**config.mk**
```make
export PLATFORM = sky130hd
export DESIGN_NAME = pipeline_hazard_ctrl
export DESIGN_NICKNAME = d
export VERILOG_FILES = /design/src/rtl/mips_pipe_pkg.sv /design/src/rtl/fwd_select.sv /design/src/rtl/pipeline_hazard_ctrl.sv
export SDC_FILE = /design/constraint.sdc
export NUM_CORES = 1
export LEC_CHECK = 0
export CAP_MARGIN = 20
export CORE_MARGIN = 2
export CORE_UTILIZATION = 36
export CTS_CLUSTER_DIAMETER = 80
export DETAILED_ROUTE_END_ITERATION = 16
export HOLD_SLACK_MARGIN = 0.05
export PLACE_DENSITY_LB_ADDON = 0.1
export SKIP_CTS_REPAIR_TIMING = 1
export SYNTH_ARGS = -nofsm -noshare
export SYNTH_HDL_FRONTEND = slang
export SYNTH_SLANG_ARGS = --single-unit
```
**constraint.sdc**
```tcl
create_clock -name clk -period 3.6 [get_ports clk]
set_input_delay 1.08 -clock clk [delete_from_list [all_inputs] [get_ports clk]]
set_output_delay 1.08 -clock clk [all_outputs]
set_load 0.02 [all_outputs]
```
**src/rtl/mips_pipe_pkg.sv**
```systemverilog
// Shared types and constants for the MIPS pipeline hazard controller.
package mips_pipe_pkg;

    typedef enum logic {
        RUN    = 1'b0,
        SECOND = 1'b1
    } wb_state_t;

    localparam int          MULT_CYCLES = 4;
    localparam int          DIV_CYCLES  = 32;
    localparam int          MDU_CNT_W   = 6;
    localparam logic [4:0]  REG_ZERO    = 5'd0;

endpackage

```
**src/rtl/fwd_select.sv**
```systemverilog
// Single-operand forwarding mux: MEM result wins over WB, register 0 is never forwarded.
module fwd_select
    import mips_pipe_pkg::*;
(
    input  logic [4:0]  i_src,
    input  logic        i_use,
    input  logic [4:0]  i_mem_rd,
    input  logic        i_mem_wr,
    input  logic [31:0] i_mem_value,
    input  logic [4:0]  i_wb_rd,
    input  logic        i_wb_wr,
    input  logic [31:0] i_wb_value,
    output logic        o_fwd,
    output logic [31:0] o_value
);

    logic w_live;
    logic w_mem_hit;
    logic w_wb_hit;

    assign w_live    = i_use && (i_src != REG_ZERO);
    assign w_mem_hit = w_live && i_mem_wr && (i_mem_rd == i_src);
    assign w_wb_hit  = w_live && i_wb_wr  && (i_wb_rd  == i_src);

    always_comb begin
        o_fwd   = 1'b0;
        o_value = 32'd0;
        if (w_mem_hit) begin
            o_fwd   = 1'b1;
            o_value = i_mem_value;
        end else if (w_wb_hit) begin
            o_fwd   = 1'b1;
            o_value = i_wb_value;
        end
    end

endmodule

```
**src/rtl/pipeline_hazard_ctrl.sv**
```systemverilog
// Hazard control for a 5-stage MIPS pipeline: operand forwarding, load-use and
// MDU-busy stalls, and a one-cycle freeze for instructions needing two WB writes.
module pipeline_hazard_ctrl #(
    parameter int MULT_CYCLES = mips_pipe_pkg::MULT_CYCLES,
    parameter int DIV_CYCLES  = mips_pipe_pkg::DIV_CYCLES
) (
    input  logic        clk,
    input  logic        reset,
    input  logic [4:0]  id_rs,
    input  logic [4:0]  id_rt,
    input  logic        id_use_rs,
    input  logic        id_use_rt,
    input  logic        id_mdu_op,
    input  logic        id_mdu_read,
    input  logic [4:0]  ex_rd,
    input  logic        ex_register_write,
    input  logic        ex_load,
    input  logic        ex_mdu_start,
    input  logic        ex_mdu_div,
    input  logic [4:0]  mem_rd,
    input  logic        mem_register_write,
    input  logic [31:0] mem_value,
    input  logic [4:0]  wb_rd,
    input  logic        wb_register_write,
    input  logic [31:0] wb_value,
    input  logic        wb_double,
    output logic        stall,
    output logic        double_write_back_stall,
    output logic        wb_second,
    output logic        forwarding_rs,
    output logic        forwarding_rt,
    output logic [31:0] fu_value_rs,
    output logic [31:0] fu_value_rt,
    output logic        mdu_busy
);
    import mips_pipe_pkg::*;

    fwd_select u_fwd_rs (
        .i_src       (id_rs),
        .i_use       (id_use_rs),
        .i_mem_rd    (mem_rd),
        .i_mem_wr    (mem_register_write),
        .i_mem_value (mem_value),
        .i_wb_rd     (wb_rd),
        .i_wb_wr     (wb_register_write),
        .i_wb_value  (wb_value),
        .o_fwd       (forwarding_rs),
        .o_value     (fu_value_rs)
    );

    fwd_select u_fwd_rt (
        .i_src       (id_rt),
        .i_use       (id_use_rt),
        .i_mem_rd    (mem_rd),
        .i_mem_wr    (mem_register_write),
        .i_mem_value (mem_value),
        .i_wb_rd     (wb_rd),
        .i_wb_wr     (wb_register_write),
        .i_wb_value  (wb_value),
        .o_fwd       (forwarding_rt),
        .o_value     (fu_value_rt)
    );

    logic w_load_use;
    assign w_load_use = ex_load && ex_register_write && (ex_rd != REG_ZERO) &&
                        ((id_use_rs && (ex_rd == id_rs)) ||
                         (id_use_rt && (ex_rd == id_rt)));

    // MDU countdown: a new start always reloads, even while busy.
    logic [MDU_CNT_W-1:0] r_count;
    logic [MDU_CNT_W-1:0] w_count_next;

    always_comb begin
        w_count_next = r_count;
        if (ex_mdu_start)
            w_count_next = ex_mdu_div ? MDU_CNT_W'(DIV_CYCLES) : MDU_CNT_W'(MULT_CYCLES);
        else if (r_count != '0)
            w_count_next = r_count - MDU_CNT_W'(1);
    end

    always_ff @(posedge clk or posedge reset) begin
        if (reset)
            r_count <= '0;
        else
            r_count <= w_count_next;
    end

    assign mdu_busy = (r_count != '0);
    assign stall    = w_load_use || (mdu_busy && (id_mdu_op || id_mdu_read));

    wb_state_t r_state;
    wb_state_t w_state_next;

    always_ff @(posedge clk or posedge reset) begin
        if (reset)
            r_state <= RUN;
        else
            r_state <= w_state_next;
    end

    // Freeze is masked during reset so the reset-state outputs stay quiet.
    always_comb begin
        w_state_next            = r_state;
        double_write_back_stall = 1'b0;
        wb_second               = 1'b0;
        case (r_state)
            RUN: begin
                if (wb_double && wb_register_write) begin
                    double_write_back_stall = !reset;
                    w_state_next            = SECOND;
                end
            end
            SECOND: begin
                wb_second    = 1'b1;
                w_state_next = RUN;
            end
            default: w_state_next = RUN;
        endcase
    end

endmodule

```
* Word-level counts from Yosys, hierarchy flattened
Cells that the tools add are included.
W data, S select, Z words.
** Storage, ports and cells
- Input port bits :: 102
- Bits in latches :: 0
- Output and inout bits :: 70
- Memories :: 0
- Logic and storage cells :: 52
- Memory bits (writable) :: 0
- Bits in registers :: 7
- Bits in read-only memories :: 0
** Operators by class
- Multipliers :: 0
- Eq/ne operators :: 6
- Add/sub/neg operators :: 1
- Shift operators :: 0
- Divide/modulo/power cells :: 0
- $lt $le $gt $ge :: 0
- Muxes and demuxes :: 16
- Reductions and logical operators :: 26
- Bitwise logic cells :: 1
** Operators with widths (count)
- $mux W32 :: 4
- $eq A5 B5 Y1 :: 6
- $mux W6 :: 3
- $logic_and A1 B1 Y1 :: 17
- $reduce_bool A5 Y1 :: 3
- $mux W1 :: 8
- $reduce_bool A6 Y1 :: 1
- $sub A6 B1 Y6 const B :: 1
- $logic_or A1 B1 Y1 :: 3
- $pmux W1 S2 :: 1
- $reduce_bool A2 Y1 :: 1
- $logic_not A1 Y1 :: 1
- $not A1 Y1 :: 1

* Depth between registers and ports, before layout
- Word-level depth :: 6
- Mapped depth :: 7
- Mapped depth without buffers :: 6

* By module
Synthesis repeated with hierarchy kept, for this count alone.
** Unflattened totals
- Cell total of the unflattened synthesis :: 319
- Area, all modules :: 2650.0 µm²
** Modules (own cells, without submodules)
- fwd_select :: seq. area each 0.0 µm², area an instance 1063.5 µm², cells each 131, times used 2
- pipeline_hazard_ctrl :: seq. area each 175.2 µm², area an instance 523.0 µm², cells each 57, times used 1

* Worst setup path before layout
No wires, ideal clock.
- Kind :: in2out
- Start :: in id_rt[3]
- End :: out fu_value_rt[10]
- Arrival :: 2454 ps
- Path buffers :: 2
- Setup slack :: 66 ps
- Required time :: 2520 ps
- Stages on the path :: 6
- Path through :: clkbuf_2 > xnor2_1 > nand4_1 > nor3_2 > buf_6 > mux2_4
** Between the ends
- Longest elaborated chain between the ends :: 6
- Elaborated cells between the ends (all ways) :: 10
- Those cells by class :: eq/ne: 2; mux: 2; reduce/logical: 6
** Ends and longest elaborated chain
- start: declaration :: RTL line pipeline_hazard_ctrl.sv:10 : input logic [4:0] id_rt,
- $reduce_bool A5 Y1 :: RTL line fwd_select.sv:21 : assign w_live = i_use && (i_src != REG_ZERO);
- $logic_and A1 B1 Y1 :: RTL line fwd_select.sv:21
- $logic_and A1 B1 Y1 (2 in a row) :: RTL line fwd_select.sv:23 : assign w_wb_hit = w_live && i_wb_wr && (i_wb_rd == i_src);
- $mux W32 :: RTL line fwd_select.sv:31 : end else if (w_wb_hit) begin
- $mux W32 * :: RTL line fwd_select.sv:28 : if (w_mem_hit) begin
- end: declaration :: RTL line pipeline_hazard_ctrl.sv:33 : output logic [31:0] fu_value_rt,
Mark *: on every way between the ends. The rest lies on a longest branch, timed or not.

* Worst setup path in the final report
- Start :: in id_rt[0]
- End :: out fu_value_rt[26]
Same word-level chain as after synthesis.

==> out/results.txt <==
Total Negative Setup Slacks -> -19.45 ns
TritonCTS clock tree -> yes
Kind of end point of the critical path -> primary output
Area of all placed cells without fillers -> 4740 sq um
Mean instance size in the synthesized netlist -> 8.60 sq um
Cell area power density -> 166 nW/um^2
Worst setup margin -> -0.360 ns
Multi-input gate area in the final layout -> 2150 sq um
Portion of the post-synthesis area used by sequential elements -> 0.0717
Cells after synthesis -> 284
Placed Cells -> 539
CP required -> 2.52 ns
Clock-pin transition on the worst setup and hold timing paths -> 0.04 ns
Number of DRC violations after detailed-routing iteration 0 -> 138
Unique cell type count in the Yosys netlist -> 32
Crit Path Category -> in2out
Unrepaired setup endpoints after global routing -> true
DRT Pass-1 Iters -> 4
Largest buffer count on any clock path -> 2
Number of nets still failing antenna checks after routing -> 0
Arrival time at the worst endpoint -> 2.88 ns
Total vias in the final route -> 3105
Via count of the first global-routing pass -> 2940
Slew at the pin with the worst max-slew slack -> 0.302 ns
Sequential share of power -> 0.176
Cell types occupying the most area after synthesis -> sky130_fd_sc_hd__mux2_4, sky130_fd_sc_hd__nor4_1, sky130_fd_sc_hd__xnor2_1
Placeable Area -> 6680 sq um
Die outline area -> 7460 sq um
Proportion of synthesized area in mux cells -> 0.384
TritonCTS Sinks -> 7
Share of the clock period used by the worst path after layout -> 1.10
Largest clock skew in the final design -> 0.00321 ns
Register Area -> 175 sq um
Combinational power share -> 0.686
Xor-xnor portion of the synthesized cell area -> 0.122
Internal Dissipation -> 460 uW
Clk root buf -> sky130_fd_sc_hd__clkbuf_8
Number of vias per cell after detailed routing -> 5.58
Total GRT Usage -> 0.227
Port-buffer cells -> 171
Yosys Warn Count -> 0
CP startpoint kind -> input port
Layout cells sized above 1 -> 0.416
Count of inserted antenna diode cells -> 0
Min-Delay Path Class -> reg2reg
Adder-Cell Fraction of Synth Area -> 0.0102
Max capacitance violation total -> 0
Number of nets in the synthesized netlist -> 388
Violations in the final reports -> setup timing
Detailed Place HPWL -> 6980 um
Post-route worst hold slack -> 0.561 ns
Total detailed-routing wirelength -> 9980 um
Worst-case headroom to the max-slew limit -> 0.797
Net load switching power -> 328 uW
Total of flip-flops plus latches after synthesis -> 7
Cell area after synthesis -> 2440 sq um
Final Wtd Congestion -> 0.926
Horizontal extent of the die -> 86.4 um
Num ports -> 172
Cts bufs inserted -> 3
Filler cell count -> 547
Standard cell area after detailed placement -> 4450 sq um
Final critical path time including I/O delays and setup -> 3.96 ns
H-tree levels -> 1
Number of standard-cell rows in the floorplan -> 30
Share of the synthesized area in the top cell type -> 0.357
Max Slew Vio Count -> 0
Initial antenna violation count -> 0
Cells on Worst Hold Path -> 1
DRC -> 0
Synth Area in Compound Gates -> 0.0441
Maximum clock frequency -> 253 MHz
Synth area leader -> sky130_fd_sc_hd__mux2_4
Pin count of the biggest net entering global routing -> 34
Die boundary height -> 86.4 um
Routed wirelength normalized by instance count -> 18.0 um
Leak Pwr -> 2.07 nW
Pre-CTS WS -> -0.998 ns
Final net count -> 581
Number of standard cells in the final layout excluding fillers -> 556
Worst skew pair latency -> 0.23 ns
Setup violation total in the final timing report -> 67
Final-report hold violation count -> 0
VDD IR max -> 0.225 mV
Simple-Gate Fraction of Synth Area -> 0.290
Sw Share -> 0.416
First-pass GRT wire length -> 14000 um
Clk pwr share -> 0.138
Max Fanout on Critical Path -> 9
Final global-route overflow total -> 0
Cells on worst reg2reg path -> 4
Initial Utilization -> 0.366
P&R area growth vs syn -> 94.3%
Dominant combinational cell family by area after synthesis -> multiplexers
Run status -> finished with violations
==> worst paths after layout <==
| kind | start | endpoint | slack (ns) |
|---|---|---|---|
| max reg2reg | r_count[2]$_DFFE_PP0P_ | r_count[1]$_DFFE_PP0P_ | 2.10 |
| max | id_rt[0] | fu_value_rt[26] | -0.36 |
| max in group asynchronous | reset | r_count[0]$_DFFE_PP0P_ | 2.33 |
| min in group asynchronous | reset | r_state$_DFF_PP0_ | 1.15 |
| min | r_state$_DFF_PP0_ | r_state$_DFF_PP0_ | 0.56 |
| min reg2reg | r_state$_DFF_PP0_ | r_state$_DFF_PP0_ | 0.56 |
==> through the flow <==
stage,power [mW],util
CTS,0.769,0.672
detailed placement,0.655,0.665
finish,0.788,0.710
global placement,0.647,0.665
global route,0.843,0.710
floorplan,0.402,-
==> per-layer routing <==
metal  vias up  GRT usage  wire [um]
li1       1461          -          -
met2       170      0.418       4980
met4         0     0.0668        180
met3        16     0.0171        803
met5         -          0          0
met1      1458      0.280       4020
==> cell families after synthesis <==
group / Yosys count
DFF: 7
and+or+nand+nor: 128
AOI/OAI and AO/OA: 13
adders and majority gates: 2
muxes: 64
xor gates and xnor gates: 34
buffers and inverters: 36
==> cell type report <==
class | instances | share of cell area
Timing Repair Buffer | 219 | 0.475
Multi-Input combinational cell | 241 | 0.453
Sequential cell | 7 | 0.0369
Tap cell | 80 | 0.0211
Clock buffer | 4 | 0.00949
Inverter | 5 | 0.00396
==> critical path, stage by stage <==
cell,delay (ns)
sky130_fd_sc_hd__buf_2,0.14
sky130_fd_sc_hd__or4_4,0.53
sky130_fd_sc_hd__o21ai_4,0.28
sky130_fd_sc_hd__nor3_4,0.08
sky130_fd_sc_hd__buf_12,0.15
sky130_fd_sc_hd__clkbuf_16,0.17
sky130_fd_sc_hd__mux2_4,0.29
sky130_fd_sc_hd__clkbuf_2,0.16
==> synth_stat cells, drive strengths merged <==
library cell	count
xor2	11
o21ai	4
or4	3
and3b	2
and2	2
o22ai	1
inv	5
buf	12
clkbuf	19
nor3	6
nand3	3
nand4	2
a21o	2
nor4	67
xnor2	23
a21oi	1
a32oi	1
o211ai	1
a211oi	1
ha	2
o31ai	2
dfrtp	7
mux2	64
nor2	3
nand2	40
==> placed cells by master, fill, tap and decap left out, drive strengths merged <==
cell / Yosys / final
clkdlybuf4s50: 0 / 86
nor4: 67 / 67
and3b: 2 / 2
o211ai: 1 / 1
o31ai: 2 / 2
and2: 2 / 2
inv: 5 / 5
mux2: 64 / 64
o22ai: 1 / 1
nand3: 3 / 3
ha: 2 / 2
nor2: 3 / 3
a21o: 2 / 2
nand2: 40 / 40
dlymetal6s2s: 0 / 14
buf: 12 / 90
a211oi: 1 / 1
a21oi: 1 / 1
nand4: 2 / 2
o21ai: 4 / 4
or4: 3 / 3
dfrtp: 7 / 7
xnor2: 23 / 23
nor3: 6 / 6
clkbuf: 19 / 33
xor2: 11 / 11
a32oi: 1 / 1
==> state kept, by name (all words and copies together) (netlist names) <==
name and count:
r_count 6, r_state 1
==> power groups by stage <==
stage                     clock network, mW  logic [mW]  registers (mW)
after global routing                  0.116       0.584           0.143
after detailed placement                  0       0.516           0.139
after floorplan                           0       0.270           0.133
after CTS                             0.110       0.520           0.138
after global placement                    0       0.510           0.137
final                                 0.109       0.541           0.139
No activity file was read; power rests on OpenSTA's default activity.
